**src/rtl/br_fifo_shared_linked_list_head_ctrl_pkg.sv**
```systemverilog
// Shared helpers for the linked-list head controller: width math and the
// head-pointer update selector used by every per-FIFO slice.
package br_fifo_shared_linked_list_head_ctrl_pkg;

    typedef enum logic [1:0] {
        HEAD_HOLD      = 2'd0,
        HEAD_LOAD_PUSH = 2'd1,
        HEAD_ADVANCE   = 2'd2
    } head_sel_e;

    function automatic int clamped_clog2(input int n);
        if (n <= 1) begin
            return 1;
        end else begin
            return $clog2(n);
        end
    endfunction

    // A push into an empty list, or into a list whose only entry is leaving, becomes the head.
    function automatic head_sel_e head_select(input logic push, input logic pop,
                                              input logic cnt_zero, input logic cnt_one);
        if (push && (cnt_zero || (pop && cnt_one))) begin
            return HEAD_LOAD_PUSH;
        end else if (pop && !cnt_one) begin
            return HEAD_ADVANCE;
        end else begin
            return HEAD_HOLD;
        end
    endfunction

endpackage

```
**src/rtl/br_fifo_shared_linked_list_head_ctrl_chk.sv**
```systemverilog
// Implementation and integration checks for the linked-list head controller.
module br_fifo_shared_linked_list_head_ctrl_chk #(
    parameter int NumFifos    = 1,
    parameter int Depth       = 2,
    parameter int AddrWidth   = 1,
    parameter int CountWidth  = 2,
    parameter int FifoIdWidth = 1
) (
    input logic                                  clk,
    input logic                                  rst,
    input logic                                  push_valid,
    input logic [FifoIdWidth-1:0]                push_fifo_id,
    input logic [NumFifos-1:0]                   head_valid,
    input logic [NumFifos-1:0]                   head_ready,
    input logic [NumFifos-1:0][AddrWidth-1:0]    head,
    input logic [NumFifos-1:0]                   ram_empty,
    input logic [NumFifos-1:0][CountWidth-1:0]   ram_items
);

    for (genvar i = 0; i < NumFifos; i++) begin : g_chk
        a_head_stable: assert property (@(posedge clk) disable iff (rst)
            (!rst && head_valid[i] && !head_ready[i]) |=> (head_valid[i] && $stable(head[i])));
        a_no_wrap: assert property (@(posedge clk) disable iff (rst)
            ram_items[i] <= CountWidth'(Depth));
        a_empty_consistent: assert property (@(posedge clk) disable iff (rst)
            ram_empty[i] == !head_valid[i]);
        a_no_push_full: assert property (@(posedge clk) disable iff (rst)
            (push_valid && (push_fifo_id == FifoIdWidth'(i))) |-> (ram_items[i] != CountWidth'(Depth)));
    end

endmodule

```
**src/rtl/br_fifo_shared_next_ptr_table.sv**
```systemverilog
// Shared next-pointer storage: one write port from the push side, one
// asynchronous read port per logical FIFO for head advancement.
module br_fifo_shared_next_ptr_table #(
    parameter int Depth        = 2,
    parameter int NumReadPorts = 1,
    parameter int AddrWidth    = 1
) (
    input  logic                                      clk,
    input  logic                                      wr_valid,
    input  logic [AddrWidth-1:0]                      wr_addr,
    input  logic [AddrWidth-1:0]                      wr_data,
    input  logic [NumReadPorts-1:0][AddrWidth-1:0]    rd_addr,
    output logic [NumReadPorts-1:0][AddrWidth-1:0]    rd_data
);

    logic [Depth-1:0][AddrWidth-1:0] r_ptr;

    // Link storage; contents are meaningless until written, so no reset.
    always_ff @(posedge clk) begin
        for (int d = 0; d < Depth; d++) begin
            if (wr_valid && (wr_addr == AddrWidth'(d))) begin
                r_ptr[d] <= wr_data;
            end
        end
    end

    for (genvar p = 0; p < NumReadPorts; p++) begin : g_rd
        assign rd_data[p] = r_ptr[rd_addr[p]];
    end

endmodule

```
**src/rtl/br_fifo_shared_linked_list_head_ctrl.sv**
```systemverilog
// Per-FIFO linked-list head/tail/count tracking over a shared entry pool;
// pushes append to a FIFO's tail, pops advance its head through next_ptr.
module br_fifo_shared_linked_list_head_ctrl
    import br_fifo_shared_linked_list_head_ctrl_pkg::*;
#(
    parameter int NumFifos = 1,
    parameter int Depth    = 2,
    localparam int AddrWidth   = $clog2(Depth),
    localparam int CountWidth  = $clog2(Depth + 1),
    localparam int FifoIdWidth = clamped_clog2(NumFifos)
) (
    input  logic                                  clk,
    input  logic                                  rst,
    input  logic                                  push_valid,
    input  logic [AddrWidth-1:0]                  push_entry_id,
    input  logic [FifoIdWidth-1:0]                push_fifo_id,
    output logic [NumFifos-1:0]                   head_valid,
    input  logic [NumFifos-1:0]                   head_ready,
    output logic [NumFifos-1:0][AddrWidth-1:0]    head,
    output logic [NumFifos-1:0]                   ram_empty,
    output logic [NumFifos-1:0][CountWidth-1:0]   ram_items
);

    logic [NumFifos-1:0]                 w_push;
    logic [NumFifos-1:0]                 w_pop;
    logic [NumFifos-1:0]                 w_cnt_nz;
    logic [NumFifos-1:0][AddrWidth-1:0]  w_tail;
    logic [NumFifos-1:0][AddrWidth-1:0]  w_head;
    logic [NumFifos-1:0][AddrWidth-1:0]  w_next;
    logic                                w_wr_valid;
    logic [AddrWidth-1:0]                w_wr_addr;

    for (genvar i = 0; i < NumFifos; i++) begin : g_fifo
        logic [AddrWidth-1:0]  r_head;
        logic [AddrWidth-1:0]  r_tail;
        logic [CountWidth-1:0] r_count;

        assign w_push[i]   = push_valid && (push_fifo_id == FifoIdWidth'(i));
        assign w_pop[i]    = head_valid[i] && head_ready[i];
        assign w_cnt_nz[i] = (r_count != {CountWidth{1'b0}});
        assign w_tail[i]   = r_tail;
        assign w_head[i]   = r_head;

        assign head_valid[i] = w_cnt_nz[i];
        assign ram_empty[i]  = !w_cnt_nz[i];
        assign ram_items[i]  = r_count;
        assign head[i]       = r_head;

        // List state: only a pop can move the head off a presented entry.
        always_ff @(posedge clk) begin
            if (rst) begin
                r_count <= {CountWidth{1'b0}};
                r_head  <= {AddrWidth{1'b0}};
                r_tail  <= {AddrWidth{1'b0}};
            end else begin
                case (head_select(w_push[i], w_pop[i], !w_cnt_nz[i],
                                  r_count == CountWidth'(1)))
                    HEAD_LOAD_PUSH: r_head <= push_entry_id;
                    HEAD_ADVANCE:   r_head <= w_next[i];
                    default:        r_head <= r_head;
                endcase
                if (w_push[i]) begin
                    r_tail <= push_entry_id;
                end else begin
                    r_tail <= r_tail;
                end
                r_count <= r_count + CountWidth'(w_push[i]) - CountWidth'(w_pop[i]);
            end
        end
    end

    // Push decode is one-hot, so an OR-reduction selects the destination tail.
    always_comb begin
        w_wr_valid = 1'b0;
        w_wr_addr  = {AddrWidth{1'b0}};
        for (int i = 0; i < NumFifos; i++) begin
            w_wr_valid = w_wr_valid | (w_push[i] & w_cnt_nz[i]);
            w_wr_addr  = w_wr_addr | ({AddrWidth{w_push[i]}} & w_tail[i]);
        end
    end

    br_fifo_shared_next_ptr_table #(
        .Depth        (Depth),
        .NumReadPorts (NumFifos),
        .AddrWidth    (AddrWidth)
    ) u_next_ptr (
        .clk      (clk),
        .wr_valid (w_wr_valid),
        .wr_addr  (w_wr_addr),
        .wr_data  (push_entry_id),
        .rd_addr  (w_head),
        .rd_data  (w_next)
    );

    br_fifo_shared_linked_list_head_ctrl_chk #(
        .NumFifos    (NumFifos),
        .Depth       (Depth),
        .AddrWidth   (AddrWidth),
        .CountWidth  (CountWidth),
        .FifoIdWidth (FifoIdWidth)
    ) u_chk (
        .clk          (clk),
        .rst          (rst),
        .push_valid   (push_valid),
        .push_fifo_id (push_fifo_id),
        .head_valid   (head_valid),
        .head_ready   (head_ready),
        .head         (head),
        .ram_empty    (ram_empty),
        .ram_items    (ram_items)
    );

endmodule
```
**config.mk**
```make
export PLATFORM = sky130hd
export DESIGN_NAME = br_fifo_shared_linked_list_head_ctrl
export DESIGN_NICKNAME = d
export VERILOG_FILES = /design/src/rtl/br_fifo_shared_linked_list_head_ctrl_pkg.sv /design/src/rtl/br_fifo_shared_linked_list_head_ctrl_chk.sv /design/src/rtl/br_fifo_shared_next_ptr_table.sv /design/src/rtl/br_fifo_shared_linked_list_head_ctrl.sv
export SDC_FILE = /design/constraint.sdc
export NUM_CORES = 1
export LEC_CHECK = 0
export ABC_CLOCK_PERIOD_IN_PS = 2000
export BUFFER_PORTS_ARGS = -buffer_cell sky130_fd_sc_hd__buf_2
export CORE_AREA = 5 5 42 44
export DETAILED_ROUTE_END_ITERATION = 12
export DIE_AREA = 0 0 47 49
export PLACE_DENSITY = 0.45
export SLEW_MARGIN = 10
export SYNTH_ARGS = -nofsm -noshare
export SYNTH_HDL_FRONTEND = slang
export SYNTH_SLANG_ARGS = --single-unit
```
**constraint.sdc**
```tcl
create_clock -name clk -period 2 [get_ports clk]
set_input_delay 0.1 -clock clk [delete_from_list [all_inputs] [get_ports clk]]
set_output_delay 0.1 -clock clk [all_outputs]
set_load 0.05 [all_outputs]
```
# Word level (Yosys, flattened, before mapping)
# Index checks and enable logic that the tools add are counted.
[op_classes]
n_bitwise = 4
n_lt_le_gt_ge = 1
n_eq_ne = 3
div = 0
add_sub_neg = 2
shift = 0
muxes = 6
reduce_logical = 12
multipliers = 0
[ops]
columns = ["cell", "n"]
rows = [
  ["$logic_and 1x1->1", 7],
  ["$mux 2", 3],
  ["$eq 2x1->1 const B", 2],
  ["$reduce_bool 2->1", 2],
  ["$add 2x1->2", 1],
  ["$and 1x1->1", 2],
  ["$eq 2x2->1 const B", 1],
  ["$logic_not 1->1", 2],
  ["$lt 1x2->1 const B", 1],
  ["$mux 1", 2],
  ["$not 1->1", 2],
  ["$pmux 1 s2", 1],
  ["$sub 2x1->2", 1],
  ["$logic_or 1x1->1", 1],
]
[word_totals]
mem_bits_rw = 0
input_bits = 6
mem_bits_ro = 0
wordCells = 33
ff_bits = 6
output_inout_bits = 5
latch_bits = 0
n_memories = 0

# Longest topological paths before layout
# Gate-level depths: netlist of the first run.
[depth]
ltp_word = 9
depth_mapped = 8
ltp_nobuf = 8

# Modules after synthesis
# A second synthesis of the first run with hierarchy kept.
[unflattened]
hier_cells = 34
area_unflattened_um2 = 355.3
[by_module_without_submodules]
columns = ["module", "cells_each", "seq_area_each_um2", "n_inst", "area_each_um2"]
rows = [
  ["br_fifo_shared_linked_list_head_ctrl", 29, 80.1, 1, 267.8],
  ["br_fifo_shared_next_ptr_table", 5, 60.1, 1, 87.6],
]

# Least setup slack after synthesis of the first run
# No wires, ideal clock.
[synth_timing]
path_kind = "reg2reg"
start = "register g_fifo[0].r_count[1], in the netlist ram_items[1]"
end = "register g_fifo[0].r_count[1], in the netlist ram_items[1]"
period_less_slack_ns = 2.049
stages_incl_launch_ff = 9
setup_slack_ns = -0.049
required_time_ns = 1.885
arrival_ns = 1.934
cell_sequence = "dfxtp_1 > or2_4 > and2_2 > ha_1 > inv_1 > ha_1 > xor2_1 > xnor2_1 > nor2_1"
[synth_between]
elab_chain_cells = 3
[synth_rtl]
columns = ["element", "line_no", "text"]
rows = [
  ["start: declaration", "br_fifo_shared_linked_list_head_ctrl.sv:36", "logic [CountWidth-1:0] r_count;"],
  ["start signal: assignment", "br_fifo_shared_linked_list_head_ctrl.sv:52", "r_count <= {CountWidth{1'b0}};"],
  ["start signal: assignment", "br_fifo_shared_linked_list_head_ctrl.sv:67", "r_count <= r_count + CountWidth'(w_push[i]) - CountWidth'(w_pop[i]);"],
  ["$reduce_bool 2->1", "br_fifo_shared_linked_list_head_ctrl.sv:40", "assign w_cnt_nz[i] = (r_count != {CountWidth{1'b0}});"],
  ["net head_valid", "br_fifo_shared_linked_list_head_ctrl.sv:17", "output logic [NumFifos-1:0] head_valid,"],
  ["$logic_and 1x1->1", "br_fifo_shared_linked_list_head_ctrl.sv:39", "assign w_pop[i] = head_valid[i] && head_ready[i];"],
  ["$sub 2x1->2", "br_fifo_shared_linked_list_head_ctrl.sv:67", ""],
]
# The timed path passes the listed nets, and every way through them passes these cells.
# A chain may end at the register's enable or synchronous reset.

# Worst setup path in the final report of the first run
[layout_timing]
start = "register g_fifo[0].r_count[1], in the netlist ram_items[1]"
end = "register g_fifo[0].r_count[1], in the netlist ram_items[1]"
[layout_between]
elab_chain_cells = 3
[layout_rtl]
columns = ["element", "line_no"]
rows = [
  ["branches (longest 2 deep; another with $add 2x1->2)", "n/a"],
  ["$sub 2x1->2 (*)", "br_fifo_shared_linked_list_head_ctrl.sv:67"],
]
# Mark *: on every way between the ends.

==> impl_metrics.env, run 1 <==
export IMPL_outcome="complete, no violations"
export IMPL_finalClockSkew_ns=0.005395
export IMPL_io_buffers=10
export IMPL_die_h_um=49
export IMPL_synth_cells=30
export IMPL_hold_slack_ns=0.07139
export IMPL_grt_max_degree=7
export IMPL_fin_crit_sh_pct=86.24
export IMPL_tns_ns=0
export IMPL_antenna_found_initial=0
export IMPL_synth_area_leaders="dfxtp_1, edfxtp_1, ha_1, a221oi_2, inv_1"
export IMPL_cts_tree="yes"
export IMPL_slowest_delay_ns=0.34
export IMPL_hold_viol_final=0
export IMPL_cp_max_fo=6
export IMPL_critPathCaptureType="flop"
export IMPL_clk_pin_slew_ns=0.05
export IMPL_slew_headroom_pct=83.28
export IMPL_vias=242
export IMPL_cts_hold_buf=0
export IMPL_peakVddDrop_uv=878.6
export IMPL_yosysWarnings=0
export IMPL_synth_nets=38
export IMPL_drive_gt1_share_pct=46.51
export IMPL_grt_use_met1_pct=8.018
export IMPL_use_met2_pct=7.466
export IMPL_pre_cts_slack_ns=0.2787
export IMPL_setup_ws_ns=0.2752
export IMPL_async_reset_ff_share_pct=0
export IMPL_startpoint_type="flop"
export IMPL_clockBufferDepth=2
export IMPL_clk_latency_ns=0.25
export IMPL_rrSetupSlack_ns=0.28
export IMPL_gp_congestion=0.6675
export IMPL_synth_edf_count=2
export IMPL_final_util_pct=28.75
export IMPL_cp_arrival_ns=1.86
export IMPL_fillers=166
export IMPL_ys_types=21
export IMPL_fmaxAchievable_mhz=579.8
export IMPL_yosysSeqAreaShare_pct=45.34
export IMPL_clock_sinks=6
export IMPL_synth_seq_cells=6
export IMPL_maxCapViolations=0
export IMPL_core_area_mm2=0.001401
export IMPL_numCtsBuffers=3
export IMPL_crit_required_ns=2.14
export IMPL_cts_root_buf="clkbuf_4"
export IMPL_yosys_top_cells_count="dfxtp_1, inv_1"
export IMPL_grt_busiest_layer="met1"
export IMPL_totalWireLength_um=618
export IMPL_cp_buffers_inverters=1
export IMPL_synthesis_area_um2=309.0
export IMPL_rsz0062_at_grt="no"
export IMPL_drt_initial_drc_count=5
export IMPL_ff_latch_area_um2=141.4
export IMPL_worst_slew_pin_transition_ns=0.2526
export IMPL_grt_overflow=0
export IMPL_cp_slowest_cell="dfxtp_2"
export IMPL_fin_nets=53
export IMPL_drtPass1Iterations=2
export IMPL_grt_use_total_pct=6.577
export IMPL_final_area_um2=402.9
export IMPL_std_cell_rows=14
export IMPL_htreeDepth=1
export IMPL_grt_pass1_vias=226
export IMPL_synth_ff_type="dfxtp_1"
export IMPL_use_met3_pct=7.749
export IMPL_ctsResizeCount=0
export IMPL_initial_core_util_pct=22.05
export IMPL_finalMaxSlewViolations=0
export IMPL_post_route_min_period_ns=1.725
export IMPL_viasPerCell=4.102
export IMPL_syn_area_per_cell_um2=10.30
export IMPL_synth_top_area_share_pct=25.91
export IMPL_diodes=0
export IMPL_path_delay_family="simple AND/OR/NAND/NOR gates"
export IMPL_cpMostUsedCell="ha_1"
export IMPL_wl_per_cell_um=10.47
export IMPL_grt_pass1_wl_um=1007
export IMPL_place_area_um2=380.4
export IMPL_detail_route_antenna_nets=0
export IMPL_setup_viol=0
export IMPL_io_pins=11
export IMPL_p_leak_nw=0.1912
export IMPL_hold_class="in -> reg"
export IMPL_p_per_area_mw_per_mm2=1639
export IMPL_path_cells="or2_4 -> and2_2 -> ha_1 -> inv_1 -> ha_1 -> xor2_1 -> xnor2_1 -> nor2_1"
export IMPL_drc=0
export IMPL_cts_setup_buffers=0
export IMPL_worstSetupPathType="reg -> reg"
export IMPL_synth_most_common_cell="dfxtp_1"
export IMPL_die_area_mm2=0.002303
export IMPL_die_w_um=47
export IMPL_multi_input_area_um2=153.9
export IMPL_yosysTopAreaCell="dfxtp_1"
export IMPL_synthToLayoutAreaGrowth_pct=30.36
per-stage QoR:
step | cells | power, W
after floorplan | 30 | 0.0004760
after global placement | 56 | 0.0005521
after detailed placement | 56 | 0.0005515
after CTS | 59 | 0.0006728
after global routing | 59 | 0.0007087
final | 59 | 0.0006602
routing by layer:
| layer | up-vias | wire [µm] |
|---|---|---|
| met1 | 103 | 272 |
| li1 | 129 | - |
| met5 | - | 0 |
| met2 | 10 | 265 |
| met3 | 0 | 81 |
| met4 | 0 | 0 |
worst reg2reg max path: stages (launching register included):
cell and delay (ns):
dfxtp_2 0.34, or2_4 0.27, and2_2 0.19, ha_1 0.26
inv_1 0.06, ha_1 0.14, xor2_1 0.17, xnor2_1 0.14
nor2_1 0.05
cell families after synthesis:
kind of cell	share of synthesized area (%)
flip-flops	45.35
XOR/XNOR	5.669
adder cells (fa/ha/maj)	8.096
multiplexers	3.239
buffers and inverters	4.857
AND/OR/NAND/NOR	21.06
AO/OA/AOI/OAI	11.74
placed cells by master (no fill, tap or decap), types with 2 or more instances in the layout:
master	count
clkbuf_4	3
nor2_1	2
inv_1	3
edfxtp_1	2
ha_1	2
buf_2	10
nand2_1	2
dfxtp_1	3
final cells by class:
class,instances,share of cell area (%)
Clock buffer,3,5.590
Inverter,4,3.727
Multi-Input combinational cell,20,38.20
Sequential cell,6,35.09
Tap cell,16,4.969
Timing Repair Buffer,10,12.42
where the power goes:
group          internal (W)  switching [W]
registers          0.000155      0.0000242
clock network     0.0000680      0.0000457
logic              0.000114       0.000253
worst paths after layout:
path	cells past startpoint	end	start
hold / removal	2	ram_items[1]$_SDFF_PP0_	rst
setup reg to reg	8	ram_items[1]$_SDFF_PP0_	ram_items[1]$_SDFF_PP0_
hold reg to reg	2	g_fifo[0].r_tail$_SDFFE_PP0N_	g_fifo[0].r_tail$_SDFFE_PP0N_
setup / recovery	8	ram_items[1]$_SDFF_PP0_	ram_items[1]$_SDFF_PP0_
state kept, by name, summed over array words and instances (netlist names):
| signal | flops |
|---|---|
| head | 1 |
| g_fifo.r_tail | 1 |
| u_next_ptr.r_ptr | 2 |
| ram_items | 2 |
No activity file was read; power rests on OpenSTA's default activity.
==> run 2, diff against run 1 <==
--- a/config.mk
+++ b/config.mk
@@ -5,12 +5,13 @@
 export SDC_FILE = /design/constraint.sdc
 export NUM_CORES = 1
 export LEC_CHECK = 0
+export ABC_AREA = 1
 export ABC_CLOCK_PERIOD_IN_PS = 2000
 export BUFFER_PORTS_ARGS = -buffer_cell sky130_fd_sc_hd__buf_2
-export CORE_AREA = 5 5 42 44
+export CORE_AREA = 3 3 40 42
 export DETAILED_ROUTE_END_ITERATION = 12
-export DIE_AREA = 0 0 47 49
-export PLACE_DENSITY = 0.45
+export DIE_AREA = 0 0 43 45
+export PLACE_DENSITY = 0.47
 export SLEW_MARGIN = 10
 export SYNTH_ARGS = -nofsm -noshare
 export SYNTH_HDL_FRONTEND = slang
==> run 2 against run 1 <==
Against the previous run:
- die area fell by 16%
- clock power grew 7%
- power rose by 11%
- global-route usage up 1.4 points
- sequential cell count unchanged
- critical path depth is 3 higher
- hold slack worse by 0.062 ns
- highest routed layer is now met4
- non-clock buffer count unchanged
- sequential power rose by 7%
- clock skew up 0.00067 ns
- first-iteration DRC count is 80% lower
==> impl_metrics.env, run 2 <==
export IMPL_path_cells="inv_2 -> nand2_4 -> clkinvlp_4 -> nor2_1 -> ha_1 -> inv_1 -> ha_1 -> xor2_1 -> nand2_1 -> nand2_1 -> nor2_1"
export IMPL_worstSetupPathType="reg -> reg"
export IMPL_detail_route_antenna_nets=0
export IMPL_clk_pin_slew_ns=0.05
export IMPL_cp_arrival_ns=1.68
export IMPL_die_area_mm2=0.001935
export IMPL_rsz0062_at_grt="no"
export IMPL_critPathCaptureType="flop"
export IMPL_viasPerCell=3.973
export IMPL_ctsResizeCount=0
export IMPL_r2r_end="ram_items[1]$_SDFF_PP0_"
export IMPL_vias=294
export IMPL_cts_tree="yes"
export IMPL_diodes=0
export IMPL_startpoint_type="flop"
export IMPL_syn_area_per_cell_um2=7.285
export IMPL_hold_viol_final=0
export IMPL_worst_slew_pin_transition_ns=0.2486
export IMPL_numCtsBuffers=3
export IMPL_slew_headroom_pct=83.54
export IMPL_outcome="complete, no violations"
export IMPL_hold_class="in -> reg"
export IMPL_synth_nets=53
export IMPL_grt_overflow=0
export IMPL_clockPowerShare_pct=16.6
export IMPL_io_buffers=10
export IMPL_fin_crit_sh_pct=77.01
export IMPL_async_reset_ff_share_pct=0
export IMPL_drc=0
export IMPL_rr_worst_depth=11
export IMPL_ff_latch_area_um2=147.6
export IMPL_power_share_switching_pct=52.69
export IMPL_reg2reg_from="ram_items[1]$_SDFF_PP0_"
export IMPL_crit_start="ram_items[1]$_SDFF_PP0_"
export IMPL_synth_top_area_share_pct=24.43
export IMPL_grt_pass1_vias=273
export IMPL_drt_initial_drc_count=1
export IMPL_maxCapViolations=0
export IMPL_cp_slowest_cell="dfxtp_4"
export IMPL_cts_root_buf="clkbuf_4"
export IMPL_setup_viol=0
export IMPL_htreeDepth=1
export IMPL_post_route_min_period_ns=1.540
export IMPL_fin_nets=68
export IMPL_drtPass1Iterations=2
export IMPL_grt_pass1_wl_um=1069
export IMPL_slowest_delay_ns=0.36
export IMPL_crit_end="ram_items[1]$_SDFF_PP0_"
export IMPL_clk_latency_ns=0.24
export IMPL_synth_area_leaders="dfxtp_1, edfxtp_1, nand2_1, inv_1, nor2_1"
export IMPL_clock_sinks=6
export IMPL_totalWireLength_um=608
export IMPL_cp_max_fo=4
export IMPL_synth_cells=45
export IMPL_rrSetupSlack_ns=0.46
export IMPL_synthesis_area_um2=327.8
export IMPL_synthToLayoutAreaGrowth_pct=32.44
export IMPL_p_per_area_mw_per_mm2=1694
export IMPL_ys_types=13
export IMPL_std_cell_rows=13
export IMPL_antenna_found_initial=0
export IMPL_reg_top3="ram_items x2, u_next_ptr.r_ptr x2"
export IMPL_synth_edf_count=2
export IMPL_p_leak_nw=0.2317
export IMPL_drive_gt1_share_pct=35.59
export IMPL_finalMaxSlewViolations=0
export IMPL_synth_ff_type="dfxtp_1"
export IMPL_yosysTopAreaCell="dfxtp_1"
export IMPL_cts_hold_buf=0
export IMPL_wl_per_cell_um=8.216
export IMPL_finalClockSkew_ns=0.006062
export IMPL_initial_core_util_pct=25.51
export IMPL_fin_cells=74
export IMPL_fillers=144
export IMPL_p_comb_share_pct=57.3
export IMPL_seq_power_share_pct=26.1
export IMPL_tns_ns=0
export IMPL_multi_input_area_um2=150.1
export IMPL_yosys_top_cells_count="nand2_1, inv_1, nor2_1"
export IMPL_synth_most_common_cell="nand2_1"
export IMPL_clockBufferDepth=2
export IMPL_die_h_um=45
export IMPL_dpl_hpwl_um=508.8
export IMPL_io_pins=11
export IMPL_crit_required_ns=2.14
export IMPL_peakVddDrop_uv=780.1
export IMPL_die_w_um=43
export IMPL_cts_setup_buffers=0
export IMPL_grt_max_degree=5
export IMPL_dpl_cell_count=70
export IMPL_synth_seq_cells=6
export IMPL_fmaxAchievable_mhz=649.3
export IMPL_p_int_w=0.0003481
export IMPL_gp_congestion=0.7047
export IMPL_yosysWarnings=0
export IMPL_yosysSeqAreaShare_pct=42.75
export IMPL_grt_use_total_pct=8.013
export IMPL_final_cell_mix="nand2_1, buf_2, nor2_1"
export IMPL_core_area_mm2=0.001285
export IMPL_power_switching_w=0.0003876
run 2: layout make-up:
type                       instances  share of cell area [%]
timing repair buffer              10                   11.53
clock buffer                       4                   6.052
sequential                         6                   34.01
multi-input combinational         29                   34.58
inverter                          10                   9.510
tap                               15                   4.323
run 2: kinds of logic (layout without fill, tap and decap cells):
| logic type | after synthesis | after routing | synth area share, % |
|---|---|---|---|
| and+or+nand+nor | 23 | 23 | 30.92 |
| buffers and inverters | 10 | 24 | 11.45 |
| DFF | 6 | 6 | 42.75 |
| AOI/OAI and AO/OA | 3 | 3 | 4.579 |
| adders and majority gates | 2 | 2 | 7.632 |
| xor gates and xnor gates | 1 | 1 | 2.672 |
run 2: worst min-delay path by stage:
stage	start	to	slack, ns	depth (start not counted)
detailed placement	rst	ram_items[0]$_SDFF_PP0_	0.27	2
global placement	rst	ram_items[0]$_SDFF_PP0_	0.26	2
floorplan	rst	ram_items[0]$_SDFF_PP0_	0.16	1
global route	rst	ram_items[0]$_SDFF_PP0_	0.003	2
finish	rst	ram_items[0]$_SDFF_PP0_	0.009	2
CTS	rst	ram_items[0]$_SDFF_PP0_	0.003	2
run 2: power by group through the flow:
stage                     combinational (W)  clock (W)  sequential (W)
after floorplan                    0.000260          0        0.000279
after global placement             0.000431          0        0.000192
after detailed placement           0.000426          0        0.000196
final                              0.000421   0.000122        0.000192
after CTS                          0.000428   0.000129        0.000194
after global routing               0.000462   0.000139        0.000198
run 2: metrics by stage:
stage | power (W) | cell area [µm²] | setup WS, ns | hold slack, ns | utilization, %
after global placement | 0.0006229 | 407.9 | 0.4543 | 0.2646 | 31.74
after global routing | 0.0007986 | 434.2 | 0.2603 | 0.003289 | 33.79
after floorplan | 0.0005390 | 339.1 | 0.01802 | 0.1616 | -
after CTS | 0.0007499 | 434.2 | 0.4301 | 0.002571 | 33.79
after detailed placement | 0.0006219 | 407.9 | 0.4419 | 0.2666 | 31.74
final | 0.0007356 | 434.2 | 0.4599 | 0.009083 | 33.79
run 2: routing by layer:
metal / share of wire, % / track usage (%) / routed length (µm)
met3: 7.9 / 2.390 / 48
met4: 4.3 / 9.036 / 26
met1: 52 / 9.951 / 319
met5: 0 / 0 / 0
met2: 35 / 10.18 / 215
run 2: critical path, delay by kind of cell, from the launching register on:
family	cells	cell delay [ns]
and+or+nand+nor	5	0.34
buffers and inverters	3	0.18
DFF	1	0.36
xor gates and xnor gates	1	0.18
adders and majority gates	2	0.37
